**src/rtl/pam_mult_pkg.sv**
```systemverilog
// Shared constants for the partial-product-truncating unsigned multiplier.
// Holds the default geometry and the per-transaction mode encoding.
package pam_mult_pkg;

  localparam int DEF_W    = 8;
  localparam int DEF_L    = 6;
  localparam int DEF_CMIN = DEF_W - 1;

  localparam logic MODE_APPROX = 1'b0;
  localparam logic MODE_EXACT  = 1'b1;

endpackage

```
**src/rtl/pam_pp_truncate.sv**
```systemverilog
// Combinational partial-product split: exact top rows, exact low rows, and
// the low rows with every bit below column CMIN dropped.
module pam_pp_truncate
  import pam_mult_pkg::*;
#(
  parameter int W    = DEF_W,
  parameter int L    = DEF_L,
  parameter int CMIN = W - 1
) (
  input  logic [W-1:0]   x_i,
  input  logic [W-1:0]   y_i,
  output logic [2*W-1:0] hi_rows_o,
  output logic [2*W-1:0] lo_exact_o,
  output logic [2*W-1:0] lo_kept_o
);

  // Mask of multiplier bits that belong to the approximated rows.
  localparam logic [W-1:0]   LO_MASK = W'((32'd1 << L) - 32'd1);
  localparam logic [2*W-1:0] ONE     = {{(2*W-1){1'b0}}, 1'b1};

  logic [2*W-1:0] y_w;

  assign y_w        = {{W{1'b0}}, y_i};
  assign hi_rows_o  = {{W{1'b0}}, x_i & ~LO_MASK} * y_w;
  assign lo_exact_o = {{W{1'b0}}, x_i & LO_MASK} * y_w;

  always_comb begin
    lo_kept_o = '0;
    for (int i = 0; i < W; i++) begin
      for (int j = 0; j < W; j++) begin
        if ((i < L) && ((i + j) >= CMIN) && x_i[i] && y_i[j]) begin
          lo_kept_o = lo_kept_o + (ONE << (i + j));
        end
      end
    end
  end

endmodule

```
**src/rtl/pam_unsigned_mult_pipe.sv**
```systemverilog
// Two-stage valid/ready pipeline around pam_pp_truncate: S1 holds the row
// sums, S2 holds the final product. Whole pipe advances on one enable.
module pam_unsigned_mult_pipe
  import pam_mult_pkg::*;
#(
  parameter int W    = DEF_W,
  parameter int L    = DEF_L,
  parameter int CMIN = W - 1
) (
  input  logic           clk,
  input  logic           rst,
  input  logic           in_valid,
  output logic           in_ready,
  input  logic [W-1:0]   in_x,
  input  logic [W-1:0]   in_y,
  input  logic           in_mode,
  output logic           out_valid,
  input  logic           out_ready,
  output logic [2*W-1:0] out_z,
  output logic           out_mode
);

  // Handshake: a beat moves on valid & ready. The pipe advances when the
  // output slot is empty or being retired; in_ready mirrors that enable.
  logic en;

  logic [2*W-1:0] hi_rows, lo_exact, lo_kept;

  logic           s1_valid_q, s1_valid_d;
  logic [2*W-1:0] s1_hi_q, s1_lo_q;
  logic           s1_mode_q;

  logic           out_valid_q, out_valid_d;
  logic [2*W-1:0] out_z_q, out_z_d;
  logic           out_mode_q, out_mode_d;

  pam_pp_truncate #(
    .W    (W),
    .L    (L),
    .CMIN (CMIN)
  ) u_pp (
    .x_i        (in_x),
    .y_i        (in_y),
    .hi_rows_o  (hi_rows),
    .lo_exact_o (lo_exact),
    .lo_kept_o  (lo_kept)
  );

  assign en = ~out_valid_q | out_ready;

  always_comb begin
    s1_valid_d  = s1_valid_q;
    out_valid_d = out_valid_q;
    out_z_d     = out_z_q;
    out_mode_d  = out_mode_q;
    if (en) begin
      s1_valid_d  = in_valid;
      out_valid_d = s1_valid_q;
      if (s1_valid_q) begin
        out_z_d    = s1_hi_q + s1_lo_q;
        out_mode_d = s1_mode_q;
      end
    end
  end

  always_ff @(posedge clk or posedge rst) begin
    if (rst) begin
      s1_valid_q  <= 1'b0;
      out_valid_q <= 1'b0;
      out_z_q     <= '0;
      out_mode_q  <= MODE_APPROX;
    end else begin
      s1_valid_q  <= s1_valid_d;
      out_valid_q <= out_valid_d;
      out_z_q     <= out_z_d;
      out_mode_q  <= out_mode_d;
    end
  end

  // S1 payload is only ever read behind s1_valid_q, so it carries no reset.
  always_ff @(posedge clk) begin
    if (en && in_valid) begin
      s1_hi_q   <= hi_rows;
      s1_lo_q   <= (in_mode == MODE_EXACT) ? lo_exact : lo_kept;
      s1_mode_q <= in_mode;
    end
  end

  assign in_ready  = en;
  assign out_valid = out_valid_q;
  assign out_z     = out_z_q;
  assign out_mode  = out_mode_q;

endmodule
```
**config.mk**
```make
export PLATFORM = sky130hd
export DESIGN_NAME = pam_unsigned_mult_pipe
export DESIGN_NICKNAME = d
export VERILOG_FILES = /design/src/rtl/pam_mult_pkg.sv /design/src/rtl/pam_pp_truncate.sv /design/src/rtl/pam_unsigned_mult_pipe.sv
export SDC_FILE = /design/constraint.sdc
export NUM_CORES = 1
export LEC_CHECK = 0
export ABC_AREA = 1
export CAP_MARGIN = 20
export CORE_AREA = 2 2 103 145
export DETAILED_ROUTE_END_ITERATION = 16
export DIE_AREA = 0 0 105 147
export PLACE_DENSITY_LB_ADDON = 0.3
export SETUP_SLACK_MARGIN = 0.4
export SLEW_MARGIN = 20
export SYNTH_ARGS = -nofsm -noshare
export SYNTH_HDL_FRONTEND = slang
export SYNTH_SLANG_ARGS = --single-unit
```
**constraint.sdc**
```tcl
create_clock -name clk -period 2.7 [get_ports clk]
set_input_delay 0.54 -clock clk [delete_from_list [all_inputs] [get_ports clk]]
set_output_delay 0.54 -clock clk [all_outputs]
set_load 0.005 [all_outputs]
```
# == Word level (Yosys, flattened, before mapping) ==
# Cells that the tools add are included.
# op_classes
addsub,21
n_bitwise,2
mul,2
reduce_logical,23
mux,22
# ops
cell,n
$mux W16,21
$add A16 B8 Y16 const B,5
$add A16 B9 Y16 const B,5
$add A16 B10 Y16 const B,4
$add A16 B11 Y16 const B,3
$add A16 B12 Y16 const B,2
$logic_and A1 B1 Y1,22
$add A16 B13 Y16 const B,1
$add A16 B16 Y16,1
$mul A6 B8 Y14,1
$mul A2 B8 Y10,1
$mux W8,1
$reduce_and A2 Y1,1
$not A1 Y1,1
$or A1 B1 Y1,1
# totals
out_inout_bits,19
register_bits,46
input_bits,21
elab_cells,77

# == Depth between registers and ports, before layout ==
# logic_depth
depth_word,43
depth_mapped,67
mapped_depth_nobuf,66

# == Cells and area by module ==
# A second synthesis with hierarchy kept.
# hier_totals
cells_unflattened,1076
area_unflattened_um2,7512.2
# modules_own_cells
module,n_inst,cells_per_inst,area_per_inst_um2
pam_pp_truncate,1,771,4687.0
pam_unsigned_mult_pipe,1,305,2825.2

# == Worst setup path after synthesis ==
# OpenSTA, ideal clock, no wires.
# synth_timing
kind,in2reg
startpoint,input in_y[7]
endpoint,register s1_lo_q[13] (data pin)
stages,62
t_arrival_ps,7660
slack_ps,-5223
path_cell_list,clkbuf_1 -> nand2_1 -> inv_1 -> ha_1 -> inv_1 -> fa_1 -> nand3_2 -> nand2_1 -> inv_1 -> ha_1 -> inv_1 -> nor2_2 -> o21ai_1 -> nand2_2 -> ha_1 -> nor2_1 -> o21bai_1 -> nand2_1 -> [26 not listed] -> nand2_2 -> nand2_2 -> nand2_2 -> nand2_1 -> nand2_1 -> nand2_2 -> nor2_2 -> inv_2 -> nand2_2 -> inv_1 -> ha_1 -> nand2_1 -> nand2_1 -> nand2_1 -> inv_2 -> ha_1 -> o21ai_0 -> o22ai_1
# synth_between
elab_chain_len,43
# synth_rtl
element,line,text
start: declaration,pam_unsigned_mult_pipe.sv:15,"input logic [W-1:0] in_y,"
$logic_and A1 B1 Y1,pam_pp_truncate.sv:31,if ((i < L) && ((i + j) >= CMIN) && x_i[i] && y_i[j]) begin
$mux W8,pam_pp_truncate.sv:31,
$add A16 B8 Y16,pam_pp_truncate.sv:32,lo_kept_o = lo_kept_o + (ONE << (i + j));
$mux W16,pam_pp_truncate.sv:31,
$add A16 B9 Y16,pam_pp_truncate.sv:32,
$mux W16,pam_pp_truncate.sv:31,
$add A16 B8 Y16,pam_pp_truncate.sv:32,
$mux W16,pam_pp_truncate.sv:31,
[27 not listed],n/a,
$mux W16,pam_pp_truncate.sv:31,
$add A16 B11 Y16,pam_pp_truncate.sv:32,
$mux W16,pam_pp_truncate.sv:31,
$add A16 B12 Y16,pam_pp_truncate.sv:32,
$mux W16,pam_pp_truncate.sv:31,
$add A16 B13 Y16,pam_pp_truncate.sv:32,
$mux W16,pam_pp_truncate.sv:31,
$mux W16 (*),pam_unsigned_mult_pipe.sv:84,s1_lo_q <= (in_mode == MODE_EXACT) ? lo_exact : lo_kept;
end signal: assignment,pam_unsigned_mult_pipe.sv:84,
end: declaration,pam_unsigned_mult_pipe.sv:30,"logic [2*W-1:0] s1_hi_q, s1_lo_q;"
# Mark *: on every way between the ends. The rest lies on a longest branch, timed or not.
# A chain may end at the register's enable or synchronous reset.

# == Worst setup path in the final report ==
# layout_timing
startpoint,input in_x[1]
endpoint,register s1_lo_q[15] (data pin)
# layout_between
elab_chain_len,41
# layout_rtl
element,line,text
start: declaration,pam_unsigned_mult_pipe.sv:14,"input logic [W-1:0] in_x,"
$logic_and A1 B1 Y1,pam_pp_truncate.sv:31,
$mux W16,pam_pp_truncate.sv:31,
$add A16 B9 Y16,pam_pp_truncate.sv:32,
$mux W16 (*),pam_pp_truncate.sv:31,
$add A16 B8 Y16,pam_pp_truncate.sv:32,
$mux W16 (*),pam_pp_truncate.sv:31,
$add A16 B9 Y16,pam_pp_truncate.sv:32,
$mux W16 (*),pam_pp_truncate.sv:31,
[25 not listed],n/a,
$mux W16 (*),pam_pp_truncate.sv:31,
$add A16 B11 Y16,pam_pp_truncate.sv:32,
$mux W16 (*),pam_pp_truncate.sv:31,
$add A16 B12 Y16,pam_pp_truncate.sv:32,
$mux W16 (*),pam_pp_truncate.sv:31,
$add A16 B13 Y16,pam_pp_truncate.sv:32,
$mux W16 (*),pam_pp_truncate.sv:31,
$mux W16 (*),pam_unsigned_mult_pipe.sv:84,
# Marked as above.

==> metrics.txt <==
status=complete, but fails checks; failing checks=setup timing; Max Freq=approximately 140 MHz; synth cell count leaders=nand2_1 (261), inv_1 (175), nand3_1 (69), nor2_1 (69); Final nets=1,371; Clk pwr share=13.0%; Wirelength per Cell=15.36 um; P_int=roughly 3 mW; vias per inst=5.221; layout cells sized above 1=between 50% and 60%; CTS Hold Bufs=0; Flop pwr share=slightly above 20%; Post-synth EDFFs=27; Clock Path Buffers=2; GRT Util Overall=around 22%; leakage=roughly 5.7 nW; Non-Filler Instances=1,455; syn avg cell area=between 6 and 7 sq um; largest net degree at the start of global routing=28; Data arrival, critical path=roughly 7.3 ns; DR iter-0 viols=slightly above 400; Antenna Cells=0; Synth warnings=0; power per cell area=~460 mW/mm^2; Area after DPL=0.008845 sq mm; part of the Yosys area used for sequential elements=between 10% and 20%; post-synthesis cell count=between 900 and 1,000; Critical-path top delay cell=fa_1; DRT Pass-1 Iters=5; Area contributors post-synth=nand2_1 (15%), edfxtp_1 (13%), ha_1 (11%), inv_1 (10%), fa_1 (8.7%); final setup violation count=12; fin crit share=268.2%; vias in the first global route=between 7,000 and 8,000; Die Wd=between 100 and 150 um; Synth async-reset ratio=41.30%; Placed Cells=approximately 1,400; area delta synth->final=65.08%; Mapped Nets=~1,100; Total Power=just under 5 mW; Slew HR=between 50% and 60%; critical path launch point type=input port; CP dominant cell by count=nand2_2; Num Clock Sinks=between 40 and 50; sw power=between 1.5 and 2 mW; Crit path buffers/inverters=16; Synth top area share=approximately 15%; Most used DFF post-synth=edfxtp_1; Clock transition at path regs=approximately 0.060 ns; RSZ-0062 raised after global routing=yes; Worst Hold Class=reg -> reg; final setup TNS=-32.00 ns; crit-path max FO=5; count of different cell masters after synthesis=39; total number of H-tree levels=2; Slew Viols, Final=0; critical path class=in -> reg; IO Pins=40; initial antenna violation count=0; clock skew=0.004695 ns; Vias=7,597; Die Y=147 um; filler cell count=between 900 and 1,000; VDD IR max=0.4489 mV; Sw Share=approximately 40%; Req. time, crit path=approximately 2.8 ns; gp weighted congestion=around 0.85; final hold vios=0; Yosys reg bits=46; critical path's top delay family=simple AND/OR/NAND/NOR gates; first-pass GRT wire length=slightly below 30,000 um; Gate power share=about two thirds; total CTS buffers=5; min cycle time layout=about 7.2 ns; core area=~0.014 sq mm; Min Hold Slack=between 0.4 and 0.5 ns; worst reg-to-reg setup slack=roughly 0.37 ns; ANT nets after route=0; die area=approximately 0.015 sq mm; max cap viols=0; largest area contributor in the netlist=nand2_1; Final Worst Setup Slack=-4.542 ns; Crit path largest cell delay=around 0.59 ns; CTS tree=done; Least-Margin Pin Slew=between 0.6 and 0.7 ns; Worst-Skew Late Latency=between 0.2 and 0.3 ns; Worst Setup End Kind=flip-flop; final wirelength=~22,000 um; clock root cell=clkbuf_16; row count=52; final instance area=~0.011 sq mm; Congestion Overflow GR=0; Syn Std Cell Area=0.006439 sq mm; Port Buf Inserts=39; HPWL after detailed placement=roughly 13,000 um; DR DRC count=0; Starting Density=a little under half; most frequent cell after synthesis=nand2_1
-- routing by layer --
| layer | track usage [%] | part of all wire, % | vias to the layer above | wire (um) |
|---|---|---|---|---|
| met5 | 0 | 0 | - | 0 |
| met4 | 8.667 | 6.3 | 0 | 1418 |
| met3 | 1.775 | 3.8 | 131 | 850 |
| met2 | 47.44 | 55 | 291 | 12260 |
| met1 | 21.45 | 35 | 3595 | 7824 |
| li1 | - | - | 3580 | - |
-- path summary, 6_finish.rpt --
kind / start / endpoint / cells past startpoint
setup / recovery: in_x[1] / s1_lo_q[15]$_SDFFCE_PP0P_ / 63
max in group asynchronous: rst / out_z[13]$_DFFE_PP0P_ / 2
hold reg to reg: s1_lo_q[1]$_SDFFCE_PN0P_ / out_z[1]$_DFFE_PP0P_ / 2
hold / removal: s1_lo_q[1]$_SDFFCE_PN0P_ / out_z[1]$_DFFE_PP0P_ / 2
min in group asynchronous: rst / out_z[1]$_DFFE_PP0P_ / 2
setup reg to reg: s1_hi_q[6]$_DFFE_PP_ / out_z[14]$_DFFE_PP0P_ / 15
-- per-stage QoR --
| stage | utilization, % | worst slack [ns] |
|---|---|---|
| final | 74.94 | -4.542 |
| after global routing | 74.94 | -4.780 |
| after CTS | 68.42 | -4.128 |
| after detailed placement | 62.36 | -5.077 |
| after global placement | 62.36 | -4.914 |
| after floorplan | - | -4.536 |
-- worst min-delay path, cell delays in order (launching register included) --
cell	delay [ns]
edfxtp_1	0.32
nand2_1	0.05
nand2_1	0.05
-- power groups by stage --
| stage | Clock [mW] | Sequential (mW) | Combinational (mW) |
|---|---|---|---|
| 2_1_floorplan | 0 | 1.01 | 1.37 |
| 3_3_place_gp | 0 | 0.996 | 2.24 |
| 3_5_place_dp | 0 | 1.01 | 2.31 |
| 4_1_cts | 0.643 | 0.998 | 2.68 |
| 5_1_grt | 0.669 | 1.02 | 3.49 |
| 6_report | 0.633 | 1.00 | 3.24 |
-- cell usage in the layout (no fill, tap or decap), types with 10 or more instances in the layout --
master	netlist	final
buf_4	2	246
nand2_1	261	183
inv_1	175	137
nand2_2	57	102
nor2_1	69	51
inv_2	17	49
nand3_1	69	45
buf_6	1	42
nand2_4	3	36
nand3_2	27	35
ha_1	57	31
edfxtp_1	27	27
ha_4	0	25
fa_1	28	24
clkdlybuf4s50_1	0	23
nor2_2	14	20
dfrtp_1	19	19
nand3_4	2	18
nor2_4	2	14
a21oi_1	22	13
xor2_1	12	10
-- kinds of logic (layout without fill, tap and decap cells) --
family	count (synthesis)	in the layout	synth area share [%]
AND/OR/NAND/NOR	520	520	38.67
buffers and inverters	214	525	12.77
adder cells (fa/ha/maj)	85	85	19.78
AO/OA/AOI/OAI	74	74	6.510
flip-flops	46	46	19.98
XOR/XNOR	16	16	2.293
-- cell type report --
cell class,instances,area (sq um),area share [%]
multi-input combinational,695,5577,52.47
timing repair buffer,323,2630,24.74
sequential,46,1286,12.10
inverter,194,744.5,7.004
tap,189,236.5,2.225
clock buffer,6,138.9,1.307
clock inverter,2,16.27,0.1530
-- sequential cells by signal, summed over array words and instances (netlist names) --
signal / count
s1_lo_q: 16
s1_valid_q: 1
out_mode: 1
out_valid: 1
s1_mode_q: 1
out_z: 16
s1_hi_q: 10
-- what timing repair did --
| item | 4_1_cts | 5_1_grt |
|---|---|---|
| setup buffers | 47 | 28 |
| pin swaps | 71 | 90 |
| resized for setup | 142 | 195 |
| cloned | 0 | 0 |
| endpoints found under the setup margin | 20 | 18 |
Power figures use the tool's default switching activity.
==> RTL change 1: new RTL, same settings <==
`DEF_W`: 8 -> 6.
--- a/src/rtl/pam_mult_pkg.sv
+++ b/src/rtl/pam_mult_pkg.sv
@@ -2,7 +2,7 @@
 // Holds the default geometry and the per-transaction mode encoding.
 package pam_mult_pkg;
 
-  localparam int DEF_W    = 8;
+  localparam int DEF_W    = 6;
   localparam int DEF_L    = 6;
   localparam int DEF_CMIN = DEF_W - 1;
 
Interface: changed (resized in_x, in_y and out_z); port bits go from 40 to 32. The function was not compared with the original's and may differ.
==> RTL change 1 against the original RTL <==
The flow still finishes with violations (negative setup slack). First-iteration DRC count fell by 75%. Worst setup slack improved by 0.62 ns. Cell area fell by 31%. Routed wire length fell by 46%. Sequential cell count fell by 18. Area after synthesis fell by 36%. Non-clock buffer count fell by 86. Fmax rose by 9.4%. Power fell by 39%. Register-to-register slack improved by 0.81 ns.
==> RTL change 1: results <==
[global_routing]
grt_pass1_wl_um = 18690
grt_max_degree = 16
met1_usage = 0.1455

[logic_synthesis]
synthTopCellsByCount = nand2_1, inv_1, nand3_1
synth_cell_types = 35
synthArstFlopShare = 0.5357

[sta]
setup_tns_ns = -19.36
setup_slack_ns = -3.922
finalSetupViolations = 8
hold_slack_ns = 0.4752

[power_and_ir_drop]
ir_drop_mv = 0.3440
p_leak_nw = 4.004

[placed_design]
post-dp-hpwl_um = 8707
port_buffers = 31
dp_slack_ns = -4.793

[layout]
fillers = 1356

[clocking]
h-tree-depth = 1

[routing]
route.vias.total = 4671
wl_per_cell_um = 11.49
m1WireLength_um = 4447
met2WireLength_um = 7250
wl_um = 12100

[critical_path]
ff2ff_setup_slack_ns = 1.18
slowest_delay_ns = 0.49
reg2regPathDepth = 5
reg2reg_from = out_valid
crit_arrival_ns = 6.65

[run_status]
status = finished with violations
violations = negative setup slack

[min_path]
hold_end = out_z[5]
hold_start = s1_lo_q[5]
## RTL change 1: logic make-up after synthesis
| family | synth area share |
|---|---|
| flip-flops | 0.1858 |
| AND/OR/NAND/NOR | 0.4029 |
| multiplexers | 0.03552 |
| adder cells (fa/ha/maj) | 0.2010 |
| AO/OA/AOI/OAI | 0.04675 |
| buffers and inverters | 0.1239 |
| XOR/XNOR | 0.004251 |
## RTL change 1: layout make-up
type / instances / area (um2) / share of cell area
clock buffers: 4 / 78.83 / 0.01076
inverters: 134 / 505.5 / 0.06898
multi-input cells: 461 / 3775 / 0.5151
flip-flops and latches: 28 / 765.7 / 0.1045
well taps: 189 / 236.5 / 0.03227
repair buffers: 237 / 1967 / 0.2684
## RTL change 1: what timing repair did
action	CTS	global route
resized for setup	144	128
setup buffers	50	20
hold buffers	0	0
hold endpoints to repair	0	0
endpoints found under the setup margin	9	9
cloned	0	0
pin swaps	57	89
==> RTL change 2: new RTL, config.mk and constraints unchanged <==
Made on the original files. Register the input `in_mode` before use, cleared by the reset. The logic sees it one clock later. The other inputs are not delayed to match.
--- a/src/rtl/pam_unsigned_mult_pipe.sv
+++ b/src/rtl/pam_unsigned_mult_pipe.sv
@@ -19,6 +19,16 @@
   output logic [2*W-1:0] out_z,
   output logic           out_mode
 );
+
+  logic in_mode_q;
+
+  always_ff @(posedge clk or posedge rst) begin
+    if (rst) begin
+      in_mode_q <= '0;
+    end else begin
+      in_mode_q <= in_mode;
+    end
+  end
 
   // Handshake: a beat moves on valid & ready. The pipe advances when the
   // output slot is empty or being retired; in_ready mirrors that enable.
@@ -81,8 +91,8 @@
   always_ff @(posedge clk) begin
     if (en && in_valid) begin
       s1_hi_q   <= hi_rows;
-      s1_lo_q   <= (in_mode == MODE_EXACT) ? lo_exact : lo_kept;
-      s1_mode_q <= in_mode;
+      s1_lo_q   <= (in_mode_q == MODE_EXACT) ? lo_exact : lo_kept;
+      s1_mode_q <= in_mode_q;
     end
   end
 
Check against the original RTL: not equivalent (a bounded check fails within 4 cycles, from zero or initial values and one cycle with rst high).
==> RTL change 2 against the original RTL <==
The run still ends with negative setup slack left. Sequential share of layout area grew 0.37 points. Power decreased by 5.2%. Largest cell class unchanged. Final cell count rose by 1.9%. Critical path depth fell by 6. Worst setup slack improved by 0.24 ns. Count of clock-buffer cells in the layout decreased by 1. Cell area decreased by 1.1%. Via count down 3.1%. Area after synthesis is 3.5% higher. Highest routed layer unchanged. Fmax increased by 3.4%. Sequential cell count rose by 1. Routed wire length fell by 14%. Global-route usage up 2.0 points.
==> RTL change 2: results <==
[routing]
vias_per_cell = 4.963
met2WireLength_um = 11110
wl_um = 19260
drt_iter0_markers = 244
wl_met3_um = 512
routed.top_layer = met4
wl_per_cell_um = 12.99
dr.pass1.iters = 4
m1WireLength_um = 6778
drtAntennaViolNets = 0

[global_routing]
grt_pass1_vias = 7517
gr-usage-met2 = 0.5071
grt_pass1_wl_um = 31220
grt.total_usage = 0.2434
gr-total-overflow = 0
antenna_found_initial = 0
met1_usage = 0.2296
grt.met3_usage = 0.02618

[die]
start_util = 0.4698

[power_and_ir_drop]
clockPowerShare = 0.134
sequentialPowerShare = 0.219
p_sw_mw = 1.809
p_leak_nw = 5.653
ir_drop_mv = 0.4457
finalPower_mw = 4.625

[logic_synthesis]
synthArstFlopShare = 0.4255
synthTopCellsByCount = nand2_1, inv_1, nor2_1
synth.avg_cell_area_um2 = 6.772
synth_cell_types = 40
seq_area_frac_synth = 0.1968
synthTopCellsByArea = nand2_1, edfxtp_1, ha_1
synth_nets = 1090

[sta]
setup_slack_ns = -4.300
finalSetupViolations = 12
skew_ns = 0.004146
setup_tns_ns = -30.72
tightestPinTransition_ns = 0.7372

[layout]
syn_to_final_growth_pct = 57.79
drive_gt1_frac = 0.4753
fillers = 990
nets = 1399

[placed_design]
gp_congestion = 0.8572
dpl_cell_area_um2 = 9149
post-dp-hpwl_um = 13620
port_buffers = 39

[critical_path]
startpoint = in_x[1]
reg2reg_from = s1_lo_q[7]
reg2regPathDepth = 17
cp_max_fo = 4
ff2ff_setup_slack_ns = 0.34
slowest_delay_ns = 0.53
cp_slowest_cell = fa_2
r2r_end = out_z[15]
endpoint = s1_lo_q[13]

[run_status]
violations = negative setup slack
status = finished with violations

[clocking]
cts_max_path_buffers = 2
root_buffer = clkbuf_16
## RTL change 2: changes by cell type after synthesis, sizes merged, moves of 2 or more
cell / before / now
a21oi: 23 / 21
inv: 192 / 188
nand2: 321 / 329
nand3: 98 / 94
nand3b: 3 / 5
nand4: 6 / 9
nor2: 85 / 104
nor3: 3 / 6
o32ai: 0 / 2
or2: 4 / 6
xor2: 13 / 10
## RTL change 2: final cells by class
cell class / count / area share
clock buffers: 5 / 0.01190
clock inverters: 3 / 0.002142
inverters: 191 / 0.06890
multi-input cells: 726 / 0.5219
flip-flops and latches: 47 / 0.1247
well taps: 189 / 0.02249
repair buffers: 322 / 0.2480
## RTL change 2: cells by family after synthesis
logic type,Yosys count,synth area share
and+or+nand+nor,553,0.4059
buffers and inverters,211,0.1213
adders and majority gates,85,0.1911
AOI/OAI and AO/OA,74,0.06647
DFF,47,0.1968
xor gates and xnor gates,14,0.01840
## RTL change 2: stage by stage
| step | setup WS [ns] | hold slack, ns |
|---|---|---|
| after detailed placement | -5.261 | 0.4343 |
| final | -4.300 | 0.4441 |
| after floorplan | -4.706 | 0.4254 |
| after global routing | -4.665 | 0.4574 |
| after CTS | -4.168 | 0.4460 |
| after global placement | -5.002 | 0.4279 |
## RTL change 2: worst min path at each step
stage | from | to | slack (ns) | cells after the start
floorplan | s1_mode_q | out_mode | 0.43 | 2
global placement | s1_lo_q[4] | out_z[4] | 0.43 | 2
detailed placement | s1_lo_q[3] | out_z[3] | 0.43 | 2
CTS | s1_lo_q[3] | out_z[3] | 0.45 | 2
global route | s1_lo_q[1] | out_z[1] | 0.46 | 2
finish | s1_lo_q[1] | out_z[1] | 0.44 | 2
## RTL change 2: timing repair
action,CTS,global route
resized for setup,154,85
setup endpoints to repair,19,20
setup buffers,48,20
pin swaps,61,54
